===== config.mk =====
export PLATFORM = sky130hd
export DESIGN_NAME = tia_phase_seq
export DESIGN_NICKNAME = d
export VERILOG_FILES = /design/src/rtl/tia_phase_seq.sv
export SDC_FILE = /design/constraint.sdc
export NUM_CORES = 1
export LEC_CHECK = 0
export CORE_ASPECT_RATIO = 1.2
export CORE_UTILIZATION = 30
export DETAILED_ROUTE_END_ITERATION = 6
export GPL_TIMING_DRIVEN = 0
export HOLD_SLACK_MARGIN = 0.05
export PLACE_DENSITY_LB_ADDON = 0.2
export REMOVE_ABC_BUFFERS = 1
export SYNTH_ARGS = -nofsm -noshare
export SYNTH_HDL_FRONTEND = slang
export SYNTH_SLANG_ARGS = --single-unit

===== constraint.sdc =====
create_clock -name clk -period 2.13 [get_ports clk]
set_input_delay 0.639 -clock clk [delete_from_list [all_inputs] [get_ports clk]]
set_output_delay 0.639 -clock clk [all_outputs]
set_load 0.01 [all_outputs]

===== src/rtl/tia_phase_seq.sv =====
// tia_phase_seq: two-phase non-overlapping clock sequencer with a 6-bit
// polynomial (XNOR-feedback shift) counter that advances once per full
// phase cycle. The counter restarts from zero after reaching TERM, emitting
// a one-cycle wrap pulse. All outputs are registered; reset is asynchronous.
module tia_phase_seq #(
    parameter logic [5:0] TERM = 6'b010100
) (
    input  logic       clk,
    input  logic       reset,
    input  logic       en,
    input  logic       rsync,
    output logic       phi1,
    output logic       phi2,
    output logic [5:0] count,
    output logic       wrap,
    output logic [1:0] phase
);

    // Encodings are visible on the phase debug port, so they are fixed.
    typedef enum logic [1:0] {
        P1 = 2'd0,
        G1 = 2'd1,
        P2 = 2'd2,
        G2 = 2'd3
    } phase_t;

    // The all-ones pattern is the XNOR shift register's lockup state.
    localparam logic [5:0] LOCKUP = 6'b111111;

    phase_t     state_q;
    phase_t     state_d;
    logic [5:0] count_d;
    logic       wrap_d;

    // Counter successor: shift left, feed back XNOR of the two top bits.
    function automatic logic [5:0] poly_step(input logic [5:0] c);
        return {c[4:0], ~(c[5] ^ c[4])};
    endfunction

    // Next-state and next-count decode; rsync wins over en and the TERM rule.
    always_comb begin
        // NOTE: every signal driven here gets a default first, so no path
        // can leave it unassigned and infer a latch.
        state_d = state_q;
        count_d = count;
        wrap_d  = 1'b0;

        if (rsync) begin
            // Park in G2 so the next enabled edge enters P1 cleanly.
            state_d = G2;
            count_d = '0;
        end else if (en) begin
            case (state_q)
                P1: state_d = G1;
                G1: state_d = P2;
                P2: begin
                    state_d = G2;
                    // Counter advances only on the edge leaving P2.
                    if (count == LOCKUP) begin
                        count_d = '0;
                    end else if (count == TERM) begin
                        count_d = '0;
                        wrap_d  = 1'b1;
                    end else begin
                        count_d = poly_step(count);
                    end
                end
                G2:      state_d = P1;
                default: state_d = G2;
            endcase
        end
    end

    // State, count and registered phase/wrap outputs; reset forces G2 idle.
    always_ff @(posedge clk or posedge reset) begin
        if (reset) begin
            state_q <= G2;
            phi1    <= 1'b0;
            phi2    <= 1'b0;
            count   <= '0;
            wrap    <= 1'b0;
        end else begin
            // NOTE: non-blocking assignments so every register samples the
            // pre-edge values regardless of statement order.
            state_q <= state_d;
            // Phase clocks are decoded from the next state so they are
            // flop outputs aligned exactly with state_q.
            phi1    <= (state_d == P1);
            phi2    <= (state_d == P2);
            count   <= count_d;
            wrap    <= wrap_d;
        end
    end

    assign phase = state_q;

endmodule


==> results.cfg, run 1 <==
[route]
drc = 0
finalWirelength_mm = 1.08
dr.pass1.iters = 4
route.vias.total = 439
viasPerCell = 5.05
antenna_left = 0
avgRoutedWirePerCell_um = 12.4
drt_iter0_drc = 9

[clocking]
postCtsSetupRepairBufs = 0
numCtsBuffers = 3
htree_levels = 1
cts_tree = yes
clk_latency_ps = 270
cts.repair.resized = 0
cts_hold_buf = 0
clockBufferDepth = 2
clk_pin_slew_ps = 70
root_buffer = clkbuf_4
clock_sinks = 11

[sta]
finalHoldViolCount = 0
maxSlewViolCount = 0
finalCriticalPeriod_ps = 1990
period_share_pct = 93.6
setup_tns_ps = 0
tightest_slew_ps = 433
fin_skew_ps = 8.59
rsz0062_at_grt = false
maxSlewHeadroom_pct = 71.1
hold_slack_ps = 521
fmax_mhz = 501
setup_viol = 0

[die]
initial_core_util_pct = 33.3
die_h_um = 49.4
core_um2 = 1680
die_area_um2 = 2050
die-width_um = 41.5
rows = 16
ioPinCount = 15

[grt]
grt_usage_pct = 11.8
grt_pass1_wl_mm = 1.85
grt_max_degree = 12
gr-total-overflow = 0
grt_pass1_vias = 418
antenna_found_initial = 0

[synth]
synth_warnings = 0
postSynth.asyncResetShare_pct = 100
syn_avg_cell_area_um2 = 10.6
synth_area_um2 = 561
ys_seq_area_share_pct = 49.6
synth_edf_count = 0
synth_cell_types = 21
ys_ff_latch = 11
synth_top_flop_cell = dfrtp_1
netlist_instances = 53

[placed_design]
place_congestion = 0.709
place_area_um2 = 707
dpl.hpwl_um = 794
io_buffers = 14
dp.cells = 83

[worst_setup_path]
critical_path_required_ps = 1490
cp-start-kind = register
path_buf_inv = 1
critical_path.max_stage_delay_ps = 550
cp_top_family = flip-flops
critical_path.endpoint_type = output port
cp_max_fo = 3
worstPathArrival_ps = 1360
crit_chain = clkdlybuf4s50_1
critPathKind = register to output port
crit_path_top_delay_cell = dfstp_2

[layout]
stdcell_count = 87
fill_cells = 171
layout_common_cells = clkdlybuf4s50_1, dfrtp_1, inv_1
seqCellArea_um2 = 278
drive_gt1_share_pct = 11.6
layout.nets = 78
area_growth_pct = 30.8
diodes = 0
multiInputGateArea_um2 = 240
design_area_um2 = 733
final_common_cell = clkdlybuf4s50_1

[status]
status = complete, no violations

[power]
p_leak_nw = 0.331
vdd_drop_max_mv = 0.395
powerDensity_nw_per_um2 = 574

[run]
drv_cap = 0

[worst_hold_path]
hold_path_class = register to register
==> per-layer routing <==
metal	vias up	track usage, %	share of wire [%]	routed length, um
met3	4	5.56	6.4	69
met1	206	15.1	45	484
met2	13	17.7	47	510
met4	0	3.23	1.2	13
met5	-	0	0	0
li1	216	-	-	-
==> area by class of cell <==
class,instances,area share [%]
inverter,7,3.58
tap,18,3.07
multi-input combinational,33,32.8
clock buffer,4,3.58
timing repair buffer,14,19.1
sequential,11,37.9
==> registers in the layout, summed over array words and instances (netlist names) <==
name / count
phase: 2
count: 6
phi1: 1
phi2: 1
wrap: 1
==> through the flow <==
stage                     util (%)  setup WS, ps  total power, mW
after floorplan                  -           807            0.254
after global placement        42.0           311            0.281
after detailed placement      42.0           292            0.282
after CTS                     43.6           130            0.427
after global routing          43.6          97.3            0.444
final                         43.6           136            0.421
==> worst paths after layout <==
path	depth (start not counted)	end	start	slack (ps)
max in group asynchronous	2	phase[1]$_DFF_PP1_	reset	1130
worst max register to register	5	count[0]$_DFFE_PP0P_	phase[0]$_DFF_PP1_	720
worst min-delay path	1	wrap$_DFF_PP0_	count[0]$_DFFE_PP0P_	520
worst max-delay path	1	phase[0]	phase[0]$_DFF_PP1_	140
worst min register to register	1	wrap$_DFF_PP0_	count[0]$_DFFE_PP0P_	520
min in group asynchronous	2	phi2$_DFF_PP0_	reset	660
==> power breakdown <==
group	internal (mW)	total [mW]	leakage, nW	switching (mW)
combinational	0.0256	0.0544	0.171	0.0287
clock	0.0726	0.143	0.0150	0.0706
sequential	0.218	0.223	0.146	0.00493
==> cell usage after synthesis (2+ instances only) <==
cell type | count | area share (%)
a21oi_1 | 4 | 3.6
o211ai_1 | 4 | 5.4
nand2_1 | 6 | 4.0
nor2_1 | 2 | 1.3
ha_1 | 4 | 8.9
nand3_1 | 3 | 2.7
dfrtp_1 | 9 | 40
dfstp_2 | 2 | 9.4
inv_1 | 7 | 4.7
==> cell families (layout without fill, tap and decap cells) <==
| logic type | after synthesis | count (layout) | synth area share [%] |
|---|---|---|---|
| and+or+nand+nor | 17 | 17 | 17.9 |
| AOI/OAI and AO/OA | 11 | 11 | 14.3 |
| DFF | 11 | 11 | 49.6 |
| buffers and inverters | 9 | 25 | 7.59 |
| adders and majority gates | 4 | 4 | 8.93 |
| muxes | 1 | 1 | 1.79 |
No activity file was read; power rests on OpenSTA's default activity.
==> run 2: changes to the inputs <==
CELL_PAD_IN_SITES_DETAIL_PLACEMENT = 1   (was default)
CELL_PAD_IN_SITES_GLOBAL_PLACEMENT = 1   (was default)
CORE_UTILIZATION = 31   (was 30)
clock period = 1.7 ns   (was 2.13 ns; I/O delays follow)
==> run 2 against run 1 <==
Net effect: critical path depth stayed put; clock power rose by 29%; combinational power rose by 22%; setup slack lost 97 ps; first-iteration DRC count decreased by 78%; total power grew 26%; via count grew 3.2%; register-to-register slack worse by 400 ps; non-clock buffer count up 4; flip-flop and latch count stayed put; critical path type unchanged.
==> results.cfg, run 2 (synthesis gave the netlist of run 1 again) <==
[status]
status = complete, no violations

[die]
die_h_um = 48.6
core_um2 = 1660
rows = 16
ioPinCount = 15
die_area_um2 = 1980
die-width_um = 40.8
initial_core_util_pct = 33.7

[route]
avgRoutedWirePerCell_um = 13.4
antenna_left = 0
finalWirelength_mm = 1.22
viasPerCell = 4.98
dr.pass1.iters = 3
drc = 0
drt_iter0_drc = 2
route.vias.total = 453

[worst_setup_path]
crit_chain = clkdlybuf4s50_1
path_buf_inv = 1
cp-start-kind = register
crit_path_top_delay_cell = clkdlybuf4s50_1
critical_path.max_stage_delay_ps = 530
worstPathArrival_ps = 1150
cp_max_fo = 2
critical_path_required_ps = 1190
critPathKind = register to output port
cp_top_family = buffers and inverters
critical_path.endpoint_type = output port

[layout]
design_area_um2 = 766
largest_reg_flops = 6
seqCellArea_um2 = 278
area_growth_pct = 36.6
utilization_pct = 46.1
multiInputGateArea_um2 = 240
diodes = 0
drive_gt1_share_pct = 16.4
regMostFlops = count
layout.nets = 82
stdcell_count = 91
fill_cells = 198
final_common_cell = dfrtp_1
layout_common_cells = dfrtp_1, inv_1, clkdlybuf4s50_1

[placed_design]
dpl_worst_slack_ps = -59.7
io_buffers = 14
dp.cells = 83
dpl.hpwl_um = 891
place_congestion = 0.661
place_area_um2 = 707

[power]
vdd_drop_max_mv = 0.490
total_power_mw = 0.529
powerDensity_nw_per_um2 = 691
p_leak_nw = 0.417

[grt]
antenna_found_initial = 0
grt_usage_pct = 15.6
grt_pass1_vias = 502
grt_max_degree = 12
grt_pass1_wl_mm = 2.14
gr-total-overflow = 0

[sta]
rsz0062_at_grt = false
fin_skew_ps = 0.664
fmax_mhz = 602
period_share_pct = 97.7
tightest_slew_ps = 427
finalHoldViolCount = 0
maxSlewHeadroom_pct = 71.5
hold_slack_ps = 523
maxSlewViolCount = 0
setup_tns_ps = 0
setup_viol = 0
setup_slack_ps = 38.7
finalCriticalPeriod_ps = 1660

[clocking]
numCtsBuffers = 3
cts_hold_buf = 0
clk_latency_ps = 270
root_buffer = clkbuf_4
cts_tree = yes
clock_sinks = 11
clk_pin_slew_ps = 70
clockBufferDepth = 2
htree_levels = 1

[worst_hold_path]
hold_path_class = register to register

[run]
drv_cap = 0
-- run 2: area by class of cell --
type / instances / share of cell area [%]
clock buffer: 4 / 3.43
inverter: 7 / 3.43
multi-input combinational: 33 / 31.4
sequential: 11 / 36.3
tap: 18 / 2.94
timing repair buffer: 18 / 22.5
-- run 2: worst paths after layout --
path	startpoint	endpoint	slack, ps	cells after the start
worst max-delay path	count[2]$_DFFE_PP0P_	count[2]	40	1
worst min-delay path	count[0]$_DFFE_PP0P_	wrap$_DFF_PP0_	520	1
worst max register to register	phase[0]$_DFF_PP1_	count[5]$_DFFE_PP0P_	320	4
worst min register to register	count[0]$_DFFE_PP0P_	wrap$_DFF_PP0_	520	1
max in group asynchronous	reset	phase[1]$_DFF_PP1_	850	2
min in group asynchronous	reset	wrap$_DFF_PP0_	530	2
-- run 2: per-layer routing --
layer	vias up	track usage [%]	part of all wire (%)
li1	224	-	-
met1	215	19.6	43
met2	12	22.7	50
met3	2	5.05	4.4
met4	0	8.33	1.6
met5	-	0	0
-- run 2: worst reg2reg max path, delay by kind of cell (launching register included) --
kind / cells / cell delay, ps
simple gates: 1 / 220
fa+ha+maj: 1 / 230
buf+inv: 1 / 60
compound gates: 1 / 240
flops: 1 / 540
-- run 2: power breakdown --
group / internal, mW / leakage (nW) / switching (mW)
clock network: 0.0910 / 0.0150 / 0.0936
registers: 0.273 / 0.146 / 0.00529
logic: 0.0285 / 0.257 / 0.0377
total: 0.393 / 0.417 / 0.137
-- run 2: timing repair --
action                                  CTS  global route
buffers inserted                          4             0
resized for setup                         4             3
endpoints found under the setup margin    8             3
==> run 3: changes to the inputs <==
ABC_AREA = 1   (was default)
CORE_UTILIZATION = 30   (was 31)
PLACE_DENSITY_LB_ADDON = 0.25   (was 0.2)
==> run 3 against run 2 <==
Net effect: flip-flop and latch count did not move; utilization rose by 1.7 points; maximum frequency rose by 0.76%; sequential share of layout area fell by 2.1 points; total power rose by 5.5%; cell area rose by 6.2%; clock skew rose by 4.2 ps; cell count rose by 19%; combinational power rose by 22%; non-clock buffer count rose by 2; largest cell class unchanged.
==> results.cfg, run 3 <==
[status]
status = complete, no violations

[synth]
ys_ff_latch = 11
ys_seq_area_share_pct = 48.7
synth_top_area_share_pct = 39.5
synth_edf_count = 0
netlist_instances = 66
synth_top_flop_cell = dfrtp_1
synth_common_cells = nand2_1, inv_1, dfrtp_1, nor2_1, ha_1
yosysTopAreaCell = dfrtp_1
synth_cell_types = 15
synth_area_leaders = dfrtp_1, nand2_1, dfstp_2
postSynth.asyncResetShare_pct = 100
syn_avg_cell_area_um2 = 8.64
synth_warnings = 0
synth_most_common_cell = nand2_1
synth_area_um2 = 571

[placed_design]
dp.cells = 98
io_buffers = 14
dpl.hpwl_um = 903
place_congestion = 0.774

[sta]
setup_viol = 0
finalHoldViolCount = 0
fmax_mhz = 606
tightest_slew_ps = 420
rsz0062_at_grt = false
maxSlewHeadroom_pct = 72.0
maxSlewViolCount = 0
fin_skew_ps = 4.90
finalCriticalPeriod_ps = 1650
period_share_pct = 97.0

[layout]
largest_reg_flops = 6
final_common_cell = nand2_1
utilization_pct = 47.8
layout_common_cells = nand2_1, inv_1, dfrtp_1
drive_gt1_share_pct = 23.3
fill_cells = 216
stdcell_count = 108
diodes = 0
regMostFlops = count
area_growth_pct = 42.5
layout.nets = 99

[die]
initial_core_util_pct = 33.5
rows = 16
die_area_um2 = 2080
core_um2 = 1700
ioPinCount = 15
die-width_um = 41.8
die_h_um = 49.8

[route]
avgRoutedWirePerCell_um = 13.0
route.vias.total = 504
drt_iter0_drc = 3
antenna_left = 0
drc = 0
finalWirelength_mm = 1.41
viasPerCell = 4.67
dr.pass1.iters = 4

[worst_setup_path]
path_buf_inv = 1
critical_path.max_stage_delay_ps = 520
cp_max_fo = 1
cp-start-kind = register
worstSetupStartpoint = phi2$_DFF_PP0_
crit_path_top_delay_cell = clkdlybuf4s50_1
setup.worst_path.end = phi2
timing.rr.start = phase[0]$_DFF_PP1_
worstPathArrival_ps = 1140
reg2reg_slack_ps = 190
rr_endpoint = phi2$_DFF_PP0_
cp_top_family = buffers and inverters
critical_path_required_ps = 1190
crit_chain = clkdlybuf4s50_1
critical_path.endpoint_type = output port
reg2regPathDepth = 7
critPathKind = register to output port
crit_cells = 1

[power]
vdd_drop_max_mv = 0.344
switching_share_pct = 29.0
pwr-share-seq_pct = 49.9
p_clk_share_pct = 35.6
powerDensity_nw_per_um2 = 687
p_comb_share_pct = 14.5
p_sw_mw = 0.162
p_int_mw = 0.397
p_leak_nw = 0.527

[grt]
grt_pass1_vias = 516
grt_max_degree = 12
antenna_found_initial = 0
grt_usage_pct = 16.0
grt_pass1_wl_mm = 2.46
gr-total-overflow = 0

[worst_hold_path]
hold_path_class = input pin to async pin

[clocking]
htree_levels = 1
numCtsBuffers = 3
clockBufferDepth = 2
clk_latency_ps = 290
cts_tree = yes
cts_hold_buf = 0
root_buffer = clkbuf_4
clock_sinks = 11
clk_pin_slew_ps = 80

[run]
drv_cap = 0
## run 3: cell types whose count changed in the layout (fill, tap and decap cells not counted), moves of 2 or more
cell	delta
buf_4	+2
clkinv_2	+2
nor2_1	+3
nor2_4	+2
clkdlybuf4s50_1	-2
dlymetal6s2s_1	+2
o211ai_1	-4
nand2_1	+16
inv_1	+5
nor2_2	+2
a21oi_1	-4
## run 3: what timing repair did
item	in CTS	in global routing
endpoints found under the setup margin	8	5
gates resized for setup	4	5
setup buffers	6	0
endpoints found under the hold margin	0	0
## run 3: layer usage
layer / wire [um] / global-route usage, % / vias to the layer above
met3: 58 / 3.30 / 5
met2: 718 / 27.1 / 16
met5: 0 / 0 / -
met1: 599 / 18.9 / 242
met4: 30 / 8.06 / 0
li1: - / - / 241
## run 3: how the worst min path moves through the flow
stage,to,cells after the start,start
floorplan,count[0]$_DFFE_PP0P_,1,reset
global placement,count[5]$_DFFE_PP0P_,2,count[5]$_DFFE_PP0P_
detailed placement,count[4]$_DFFE_PP0P_,2,count[3]$_DFFE_PP0P_
CTS,count[2]$_DFFE_PP0P_,2,reset
global route,wrap$_DFF_PP0_,2,reset
finish,count[0]$_DFFE_PP0P_,2,reset
## run 3: cell type report
cell class                      count  area, um2  share of cell area, %
Sequential cell                    11        278                   34.2
Timing Repair Buffer               20        193                   23.7
Clock buffer                        3       22.5                   2.77
Multi-Input combinational cell     42        243                   29.8
Clock inverter                      1       5.00                  0.615
Inverter                           13       50.0                   6.15
Tap cell                           18       22.5                   2.77
## run 3: logic make-up after synthesis
group	synth area share, %
buffers and inverters	8.77
flip-flops	48.7
adder cells (fa/ha/maj)	8.77
AND/OR/NAND/NOR	31.6
AO/OA/AOI/OAI	2.19
## run 3: power by group through the flow
stage	Clock, mW	Combinational [mW]	Sequential [mW]
after floorplan	0	0.0390	0.290
after global placement	0	0.0797	0.285
after detailed placement	0	0.0812	0.286
after CTS	0.194	0.0833	0.279
after global routing	0.211	0.0907	0.280
final	0.199	0.0810	0.279
## run 3: stage by stage
step	worst slack [ps]	hold WS, ps	instance area [um2]	power (mW)	TNS, ps
2_1_floorplan	294	361	571	0.329	0
3_3_place_gp	-50.6	519	733	0.365	-95.9
3_5_place_dp	-86.0	546	733	0.367	-208
4_1_cts	1.64	541	801	0.556	0
5_1_grt	18.8	574	813	0.582	0
6_report	51.2	508	813	0.559	0
==> variant, RTL diff (config.mk and constraints of run 2) <==
Put one more register stage on the output `count`. The value now appears one clock later. The other outputs are not delayed to match. Comments in the files are not updated.
--- a/src/rtl/tia_phase_seq.sv
+++ b/src/rtl/tia_phase_seq.sv
@@ -27,6 +27,8 @@
     // The all-ones pattern is the XNOR shift register's lockup state.
     localparam logic [5:0] LOCKUP = 6'b111111;
 
+    logic [5:0] count_s0;
+
     phase_t     state_q;
     phase_t     state_d;
     logic [5:0] count_d;
@@ -42,7 +44,7 @@
         // NOTE: every signal driven here gets a default first, so no path
         // can leave it unassigned and infer a latch.
         state_d = state_q;
-        count_d = count;
+        count_d = count_s0;
         wrap_d  = 1'b0;
 
         if (rsync) begin
@@ -56,13 +58,13 @@
                 P2: begin
                     state_d = G2;
                     // Counter advances only on the edge leaving P2.
-                    if (count == LOCKUP) begin
+                    if (count_s0 == LOCKUP) begin
                         count_d = '0;
-                    end else if (count == TERM) begin
+                    end else if (count_s0 == TERM) begin
                         count_d = '0;
                         wrap_d  = 1'b1;
                     end else begin
-                        count_d = poly_step(count);
+                        count_d = poly_step(count_s0);
                     end
                 end
                 G2:      state_d = P1;
@@ -77,7 +79,7 @@
             state_q <= G2;
             phi1    <= 1'b0;
             phi2    <= 1'b0;
-            count   <= '0;
+            count_s0 <= '0;
             wrap    <= 1'b0;
         end else begin
             // NOTE: non-blocking assignments so every register samples the
@@ -87,12 +89,16 @@
             // flop outputs aligned exactly with state_q.
             phi1    <= (state_d == P1);
             phi2    <= (state_d == P2);
-            count   <= count_d;
+            count_s0 <= count_d;
             wrap    <= wrap_d;
         end
     end
 
     assign phase = state_q;
 
+    always_ff @(posedge clk) begin
+        count <= count_s0;
+    end
+
 endmodule
 
Formal check against the unedited RTL: not equivalent (a bounded check fails within 10 cycles, from zero or initial values and one cycle with reset high).
==> variant against run 2 <==
  * Sequential power is 51% higher
  * Largest power group unchanged
  * Routed wire length is 0.82% lower
  * Largest cell class unchanged
  * Maximum frequency is 0.84% higher
  * Design area is 15% higher
  * Sequential cell count is 6 higher
  * Total power is 33% higher
  * Die area is 20% higher
  * Setup slack better by 0.014 ns
  * Critical path type unchanged
  * First-iteration DRC count is 50% lower
  * Count of clock-buffer cells in the layout is 1 lower
  * Area after synthesis is 21% higher
==> variant: results (changes against run 2) <==
[run_status]
run_status = finished clean

[cells_and_area]
nets = 84  ; +2.4%
drive_above_1_share = 0.120  ; -0.0444
fillers = 237  ; +20%
antenna_cells = 0  ; unchanged

[critical_path]
crit_fanout = 1  ; -1
crit_start = count[1]$_DFF_P_
cpPeakStageDelay_ns = 0.52
reg2reg_depth = 5  ; +1
timing.rr.start = phase[0]$_DFF_PP1_
crit_slowest_cell = clkdlybuf4s50_1
cp_top_family = buffers and inverters
cp.arrival_ns = 1.14

[placement]
placed_cells = 101  ; +22%
dp_worst_setup_slack_ns = -0.0310  ; +0.0287 ns
gp_congestion = 0.665  ; +0.51%
port_buffers = 14  ; unchanged
dp_hpwl_um = 912  ; +2.4%

[clock_tree]
numCtsBuffers = 3  ; unchanged
clk_pin_slew_ns = 0.10  ; +0.03 ns
clock_tree.root_cell = clkbuf_4
postCtsSetupBuffers = 0  ; -4
clk-insertion-delay-late_ns = 0.30  ; +0.03 ns
clk_path_buf_depth = 2  ; unchanged
cts_htree_levels = 1  ; unchanged

[global_route]
grtUsageTotal = 0.130  ; -0.0261
grt_pass1_vias = 529  ; +5.4%
grt_max_degree = 12  ; unchanged
antenna_found_initial = 0  ; unchanged
grt_pass1_wl_um = 2190  ; +2.2%

[detailed_routing]
via_per_inst = 4.70  ; -5.7%
vias = 493  ; +8.8%
drtIter0Drc = 1  ; -1
firstDrtPassIters = 2  ; -1
wire_per_inst_um = 11.5  ; -14%

[min_path]
hold_depth = 0  ; -1
min-delay-start = count_s0[5]$_DFFE_PP0P_
worstHoldPathType = reg -> reg

[timing]
maxSlewHeadroom = 0.711  ; -0.00433
clock-skew-final_ns = 0.00311  ; +0.00245 ns

[synth]
ys_seq_area_frac = 0.585  ; +0.0890
synth_area_leaders = dfrtp_1, dfxtp_1, dfstp_2
ys_types = 22  ; +4.8%
ys.flop_type = dfrtp_1
synthCells = 59  ; +11%
synthTopCellsByCount = dfrtp_1, inv_1, dfxtp_1, nand2_1
async_flop_share = 0.647  ; -0.353
synth_warnings = 0  ; unchanged

[power_and_ir_drop]
leakage_nw = 0.451  ; +8.1%
irDropWorstVdd_mv = 0.427  ; -13%

## variant: where the power goes
group	internal [mW]	leakage, nW	switching [mW]
logic	0.0281	0.239	0.0352
clock network	0.0877	0.0177	0.131
registers	0.415	0.194	0.00572
## variant: layout make-up
type                       instances  area share
sequential                        17       0.454
multi-input combinational         33       0.274
timing repair buffer              14       0.168
tap                               30      0.0428
inverter                           7      0.0300
clock buffer                       3      0.0257
clock inverter                     1     0.00571
## variant: worst paths after layout
check | end | slack, ns
setup / recovery | count[1] | 0.05
hold / removal | count[5]$_DFF_P_ | 0.40
setup reg to reg | count_s0[1]$_DFFE_PP0P_ | 0.31
hold reg to reg | count[5]$_DFF_P_ | 0.40
max in group asynchronous | phase[1]$_DFF_PP1_ | 0.86
min in group asynchronous | phi1$_DFF_PP0_ | 0.50
## variant: what timing repair did
item,CTS,global route
cloned,0,0
setup endpoints to repair,2,4
endpoints found under the hold margin,0,0
resized for setup,2,4
## variant: metrics by stage
step                power (mW)  hold WS [ns]  instance area [µm²]
finish                   0.704         0.403                  877
global placement         0.498         0.379                  842
CTS                      0.718         0.409                  867
global route             0.742         0.433                  877
floorplan                0.462         0.361                  664
detailed placement       0.499         0.384                  842
## variant: logic make-up after synthesis
logic type | count (synthesis) | share of synthesized area
muxes | 1 | 0.0147
AOI/OAI and AO/OA | 11 | 0.118
buffers and inverters | 9 | 0.0625
and+or+nand+nor | 17 | 0.147
DFF | 17 | 0.585
adders and majority gates | 4 | 0.0735
## variant: worst register-to-register path, stage by stage, from the launching register on
cell and delay, ns:
dfstp_2 0.55, inv_1 0.06, ha_1 0.23, and2_1 0.23
o211ai_1 0.12, a21oi_1 0.09
## variant: metal layers
metal	up-vias	track usage	wire, µm
li1	234	-	-
met1	243	0.142	489
met2	13	0.221	634
met3	3	0.0375	51
met4	0	0.0758	31
met5	-	0	0
